## config.mk

```make
export PLATFORM = sky130hd
export DESIGN_NAME = scan_sequencer
export DESIGN_NICKNAME = d
export VERILOG_FILES = /design/src/rtl/scan_sequencer.sv
export SDC_FILE = /design/constraint.sdc
export NUM_CORES = 1
export LEC_CHECK = 0
export BUFFER_PORTS_ARGS = -buffer_cell sky130_fd_sc_hd__buf_4
export CAP_MARGIN = 10
export CORE_MARGIN = 2
export CORE_UTILIZATION = 52
export DETAILED_ROUTE_END_ITERATION = 10
export PLACE_DENSITY = 0.78
export SETUP_SLACK_MARGIN = 0.5
export SYNTH_ARGS = -nofsm -noshare
export SYNTH_HDL_FRONTEND = slang
export SYNTH_SLANG_ARGS = --single-unit
```

## constraint.sdc

```tcl
create_clock -name clk -period 2.6 [get_ports clk]
set_input_delay 0.52 -clock clk [delete_from_list [all_inputs] [get_ports clk]]
set_output_delay 0.52 -clock clk [all_outputs]
set_load 0.005 [all_outputs]
```

## src/rtl/scan_sequencer.sv

```systemverilog
// Board scanner: walks squares 0..63, issues each own piece to the transmitter
// through a settle delay and a valid/ready handshake.
module scan_sequencer #(
    parameter int SETTLE_CYCLES = 1
) (
    input  logic       clk,
    input  logic       rst,
    input  logic       start,
    input  logic       abort,
    input  logic       engine_color,
    output logic       ram_rd_en,
    output logic [5:0] ram_addr,
    input  logic [5:0] ram_rdata,
    output logic [5:0] piece_reg,
    output logic [5:0] pos_reg,
    output logic       issue_valid,
    input  logic       issue_ready,
    output logic       busy,
    output logic       done,
    output logic [6:0] piece_count
);

    typedef enum logic [2:0] {
        IDLE,
        READ,
        EVAL,
        SETTLE,
        ISSUE,
        DONE
    } state_t;

    localparam logic [3:0] SETTLE_LAST = 4'(SETTLE_CYCLES - 1);

    state_t     state_q, state_d;
    logic [5:0] idx_q, idx_d;
    logic       color_q, color_d;
    logic [5:0] piece_q, piece_d;
    logic [5:0] pos_q, pos_d;
    logic [6:0] count_q, count_d;
    logic [3:0] settle_q, settle_d;
    logic       own_piece;
    logic       last_sq;

    function automatic logic [6:0] sat_inc(input logic [6:0] v);
        return (v >= 7'd64) ? 7'd64 : v + 7'd1;
    endfunction

    assign own_piece = (ram_rdata[4:0] != 5'd0) && (ram_rdata[5] == color_q);
    assign last_sq   = (idx_q == 6'd63);

    always_ff @(posedge clk) begin
        if (rst) begin
            state_q  <= IDLE;
            idx_q    <= 6'd0;
            color_q  <= 1'b0;
            piece_q  <= 6'd0;
            pos_q    <= 6'd0;
            count_q  <= 7'd0;
            settle_q <= 4'd0;
        end else begin
            state_q  <= state_d;
            idx_q    <= idx_d;
            color_q  <= color_d;
            piece_q  <= piece_d;
            pos_q    <= pos_d;
            count_q  <= count_d;
            settle_q <= settle_d;
        end
    end

    always_comb begin
        state_d  = state_q;
        idx_d    = idx_q;
        color_d  = color_q;
        piece_d  = piece_q;
        pos_d    = pos_q;
        count_d  = count_q;
        settle_d = settle_q;
        unique case (state_q)
            IDLE: begin
                if (start) begin
                    color_d = engine_color;
                    idx_d   = 6'd0;
                    count_d = 7'd0;
                    state_d = READ;
                end
            end
            READ: state_d = EVAL;
            EVAL: begin
                if (own_piece) begin
                    piece_d  = ram_rdata;
                    pos_d    = idx_q;
                    settle_d = 4'd0;
                    state_d  = SETTLE;
                end else if (last_sq) begin
                    state_d = DONE;
                end else begin
                    idx_d   = idx_q + 6'd1;
                    state_d = READ;
                end
            end
            SETTLE: begin
                if (settle_q == SETTLE_LAST) state_d = ISSUE;
                else settle_d = settle_q + 4'd1;
            end
            ISSUE: begin
                if (issue_ready) begin
                    count_d = sat_inc(count_q);
                    piece_d = 6'd0;
                    pos_d   = 6'd0;
                    if (last_sq) begin
                        state_d = DONE;
                    end else begin
                        idx_d   = idx_q + 6'd1;
                        state_d = READ;
                    end
                end
            end
            DONE: state_d = IDLE;
            default: state_d = IDLE;
        endcase
        // Abort overrides whatever the state decided, including a same-cycle handshake.
        if (abort && (state_q != IDLE)) begin
            state_d = IDLE;
            piece_d = 6'd0;
            pos_d   = 6'd0;
            count_d = count_q;
            idx_d   = idx_q;
        end
    end

    assign ram_rd_en   = (state_q == READ);
    assign ram_addr    = idx_q;
    assign piece_reg   = piece_q;
    assign pos_reg     = pos_q;
    assign issue_valid = (state_q == ISSUE);
    assign busy        = (state_q != IDLE);
    assign done        = (state_q == DONE);
    assign piece_count = count_q;

endmodule

```

Yosys cells after proc, flatten, opt, wreduce, memory -nomap -nowiden. Cells that the tools add are included.

Bits in registers: 33. Input port bits: 12. Output and inout port bits: 29. Word-level logic and storage cells: 65.

Add/subtract/negate cells: 3. $lt $le $gt $ge: 1. Equality and inequality tests: 13. Muxes and demuxes: 23. Bitwise gates (word level): 1. Reduce and logical (&&, ||, !) cells: 17.

Operator list (count): 2-to-1 mux 6 bit (7); one-hot mux 6 bit (2 select lines) (2); 2-to-1 mux 7 bit (3); one-hot mux 6 bit (3 select lines) (1); 2-to-1 mux 3 bit (5); one-hot mux 3 bit (5 select lines) (1); one-hot mux 7 bit (2 select lines) (1); inequality test 2 bit, second input constant (5); AND reduction 3 bit (3); 2-to-1 mux 4 bit (2); one-hot mux 4 bit (2 select lines) (1); adder 7 x 1 -> 7 bit, second input constant (1); >= comparator 7 bit, second input constant (1); adder 6 x 1 -> 6 bit, second input constant (1); == test 3 x 2 -> 1 bit, second input constant (2); == test 3 bit, second input constant (2); == test 6 bit, second input constant (1); nonzero test 2 bit (3); nonzero test 3 bit (2); AND reduction 5 bit (1); nonzero test 5 bit (1); adder 4 x 1 -> 4 bit, second input constant (1); zero test 4 bit (1); AND reduction 4 bit (1); 8 further kinds (9).

Logic depth before layout (Yosys ltp).
Depth after elaboration: 4. Depth in mapped cells: 7. Gate-level depth less buffers: 6.

Worst setup path after synthesis. OpenSTA, ideal clock, no wires.

Path type: reg-to-reg. From: reg idx_q[0] (netlist: ram_addr[0]). To: reg idx_q[1] (netlist: ram_addr[1]). Library setup time: 0.070 ns. Data arrival time: 1.895 ns. Data required time: 2.530 ns. Path slack: 0.635 ns. Stages on the path, launching flop included: 7. Path buffers: 0. Clock period less this slack: 1.965 ns. Cell sequence: dfxtp_1 ha_1 and3_1 and3_1 o31a_1 or4b_1 a21oi_1.

Word-level cells in the longest chain between the ends: 4. Elaborated cells on any way between the ends: 6. Those cells by class: add/sub: 1; eq/ne: 1; mux: 4.

Ends and longest elaborated chain: start, declared (RTL line 35) `logic [5:0] idx_q, idx_d;`; start signal, assigned (RTL line 62) `idx_q <= idx_d;`; adder 6 x 1 -> 6 bit or == test 6 bit (tied branches) (RTL line 98, 114, 49); 2-to-1 mux 6 bit * (RTL line 95, 111); 2-to-1 mux 6 bit (on tied branches) (RTL line 107, 90); one-hot mux 6 bit (3 select lines) * (RTL line 79) `unique case (state_q)`.

Every way passes the cells marked *; elsewhere a longest branch is shown, timed or not. The select of a mux whose other input is x is not followed. A chain may end at the register's enable or synchronous reset.

Final worst setup path. Ends and elaborated chain as after synthesis.

==> impl_metrics.csv <==
group,metric,value,unit
floorplanning,core_area,3030,sq um
yosys,synthCells,203,
clocking,clkSlewWorstSetupHoldPaths,0.10,ns
global_route,antenna_found_initial,0,
final_layout,multi_input_area,921,sq um
power,peakVddDrop,0.321,mV
placed_design,placed_area,1950,sq um
yosys,yosysMostFrequentCell,"dfxtp_1",
clocking,cts_tree,"built",
final_layout,largest_register_ffs,7,
timing,fin_ws,0.581,ns
global_route,grt_pass1_vias,1422,
yosys,ys_ff_latch,33,
timing,tightest_slew,0.630,ns
placed_design,place_hpwl,2690,microns
placed_design,pre_cts_ws,0.425,ns
clocking,cts_root_buf,"clkbuf_4",
timing,relSlewSlack,0.576,
floorplanning,rows,20,
timing,min_period_over_period,0.776,
clocking,clock_latency,0.34,ns
worst_setup_path,crit_path_max_incr_delay,0.53,ns
detailed_routing,via_per_inst,5.61,
yosys,synth-warning-count,0,
yosys,yosys.area_share.xor_xnor,0.0215,
power,p_leak,0.829,nW
floorplanning,die_area,3600,sq um
placed_design,io_buffers,40,
global_route,grt_max_degree,18,
detailed_routing,vias,1599,
yosys,syn_area,1630,sq um
global_route,grt_overflow,0,
final_layout,diodes,0,
yosys,syn-num-nets,220,
floorplanning,start_util,0.538,
yosys,synth-main-ff-cell,"dfxtp_1",
yosys,syn_area_per_cell,8.02,sq um
worst_setup_path,rrSetupSlack,0.58,ns
global_route,grt_usage,0.231,
yosys,ys_top_cells_by_area,"dfxtp_1 41%, a21oi_1 8.0%, nand3_1 5.5%",
global_route,grt_pass1_wl,6300,microns
clocking,clkSinkCount,33,
yosys,synthDistinctLibCells,36,
clocking,cts_buffer_depth,2,
worst_setup_path,required,2.87,ns
final_layout,fillerInstances,269,
yosys,muxShareOfSynthArea,0.00614,
yosys,synthTopCellsByCount,"33 x dfxtp_1, 26 x a21oi_1, 22 x nor2_1, 18 x nand3_1, 14 x nand2_1",
clocking,cts_buffers,5,
detailed_routing,wl_per_cell,13.5,microns
clocking,h-tree-depth,2,
timing,setup_viol,0,
worst_setup_path,crit_slowest_cell,"or4b_1",
yosys,synth-simple-area-share,0.300,
timing,final_max_slew_viol_count,0,
worst_setup_path,crit_path_end_kind,"register",
detailed_routing,routed_wl,3840,microns
final_layout,area_growth,24.5,%
timing,finalHoldViolations,0,
power,fin_total_pwr,956,uW
worst_setup_path,crit_type,"register to register",
worst_setup_path,crit_path_cell_trace,"ha_2, and3_4, and3_1, o31a_1, or4b_1, a21oi_1",
detailed_routing,drc,0,
timing,rsz0062_at_grt,"no",
floorplanning,die_w,60.0,microns
placed_design,globalplace.congestion,0.800,
timing,finClkSkew,0.00893,ns
yosys,netlist.area_leader.share,0.406,
floorplanning,ios,41,
detailed_routing,first_iter_violations,100,
timing,fmax,0.495,GHz
yosys,ys_seq_area_frac,0.406,
yosys,synth_top_family_by_area,"simple AND/OR/NAND/NOR gates",
flow_run,drv_cap,0,
detailed_routing,antenna_left,0,
yosys,synth_edf_count,0,
final_layout,drive_above_1_share,0.228,
worst_setup_path,crit_path_max_fanout,6,
power,power-per-cell-area,472,nW/um^2
min_path,min_path_type,"input port to register",
yosys,synth_compound_area_frac,0.192,
detailed_routing,drt_first_pass_iters,4,
worst_setup_path,critical_path.startpoint_type,"register",
clocking,hold_buffers,0,
final_layout,nets,258,
timing,setup_tns,0,ns
timing,period_minus_slack,2.02,ns
final_layout,seqCellArea,667,sq um
yosys,synth_top_area_cell,"dfxtp_1",
floorplanning,die_h,60.0,microns
final_layout,postLayoutCellArea,2030,sq um
yosys,synth_fa_ha_area_frac,0.0384,
worst_setup_path,cp.arrival,2.29,ns
yosys,async_flop_share,0,
status,status,"finished clean",
## cell type report
type | count | share of cell area
multi-input combinational | 154 | 0.454
sequential | 33 | 0.329
timing repair buffer | 41 | 0.152
inverter | 6 | 0.0111
clock buffer | 7 | 0.0271
tap | 44 | 0.0271
## layout by cell type, fill, tap and decap left out, types with 5 or more instances in the layout
cell and instances:
clkbuf_4 5, nand3_1 18, inv_1 6, buf_4 41
a21oi_1 26, nand3b_1 6, o21ai_0 8, nand2_1 14
nor2_1 22, o31ai_1 5, and3_1 5, nor3_1 5
dfxtp_1 30
## power by group
group,internal (mW),switching (mW),total [mW]
Clock,0.128,0.167,0.295
Sequential,0.514,0.0180,0.532
Combinational,0.0540,0.0755,0.129
## cell families (layout without fill, tap and decap cells)
kind of cell | after synthesis | in the layout
AOI/OAI and AO/OA | 52 | 52
DFF | 33 | 33
muxes | 1 | 1
xor gates and xnor gates | 4 | 4
and+or+nand+nor | 92 | 92
buffers and inverters | 16 | 54
adders and majority gates | 5 | 5
## worst paths after layout
path | depth (start not counted) | end | start
hold reg to reg | 2 | piece_reg[3] | piece_reg[3]
setup / recovery | 6 | ram_addr[1] | ram_addr[0]
hold / removal | 3 | color_q | engine_color
setup reg to reg | 6 | ram_addr[1] | ram_addr[0]
## per-stage QoR
step	utilization	std cells	hold slack, ns
final	0.670	285	0.434
after global routing	0.670	285	0.421
after CTS	0.664	285	0.420
after detailed placement	0.643	277	0.459
after global placement	0.643	277	0.456
after floorplan	-	203	0.464
## what timing repair did
item | 4_1_cts | 5_1_grt
buffers inserted | 1 | 0
endpoints found under the hold margin | 0 | 0
gates resized for setup | 1 | 6
pin swaps | 1 | 0
endpoints found under the setup margin | 1 | 10
## worst max-delay path, delay by kind of cell, from the launching register on
kind / cells / cell delay [ns]
simple gates: 3 / 0.94
compound gates: 2 / 0.45
flops: 1 / 0.38
fa+ha+maj: 1 / 0.20
## per-layer routing
metal	GRT usage	vias to the layer above	share of wire
met3	0.0779	7	0.068
met5	0	-	0
met1	0.297	743	0.46
met2	0.371	45	0.46
met4	0.0603	0	0.010
li1	-	804	-
Power figures use the tool's default switching activity.
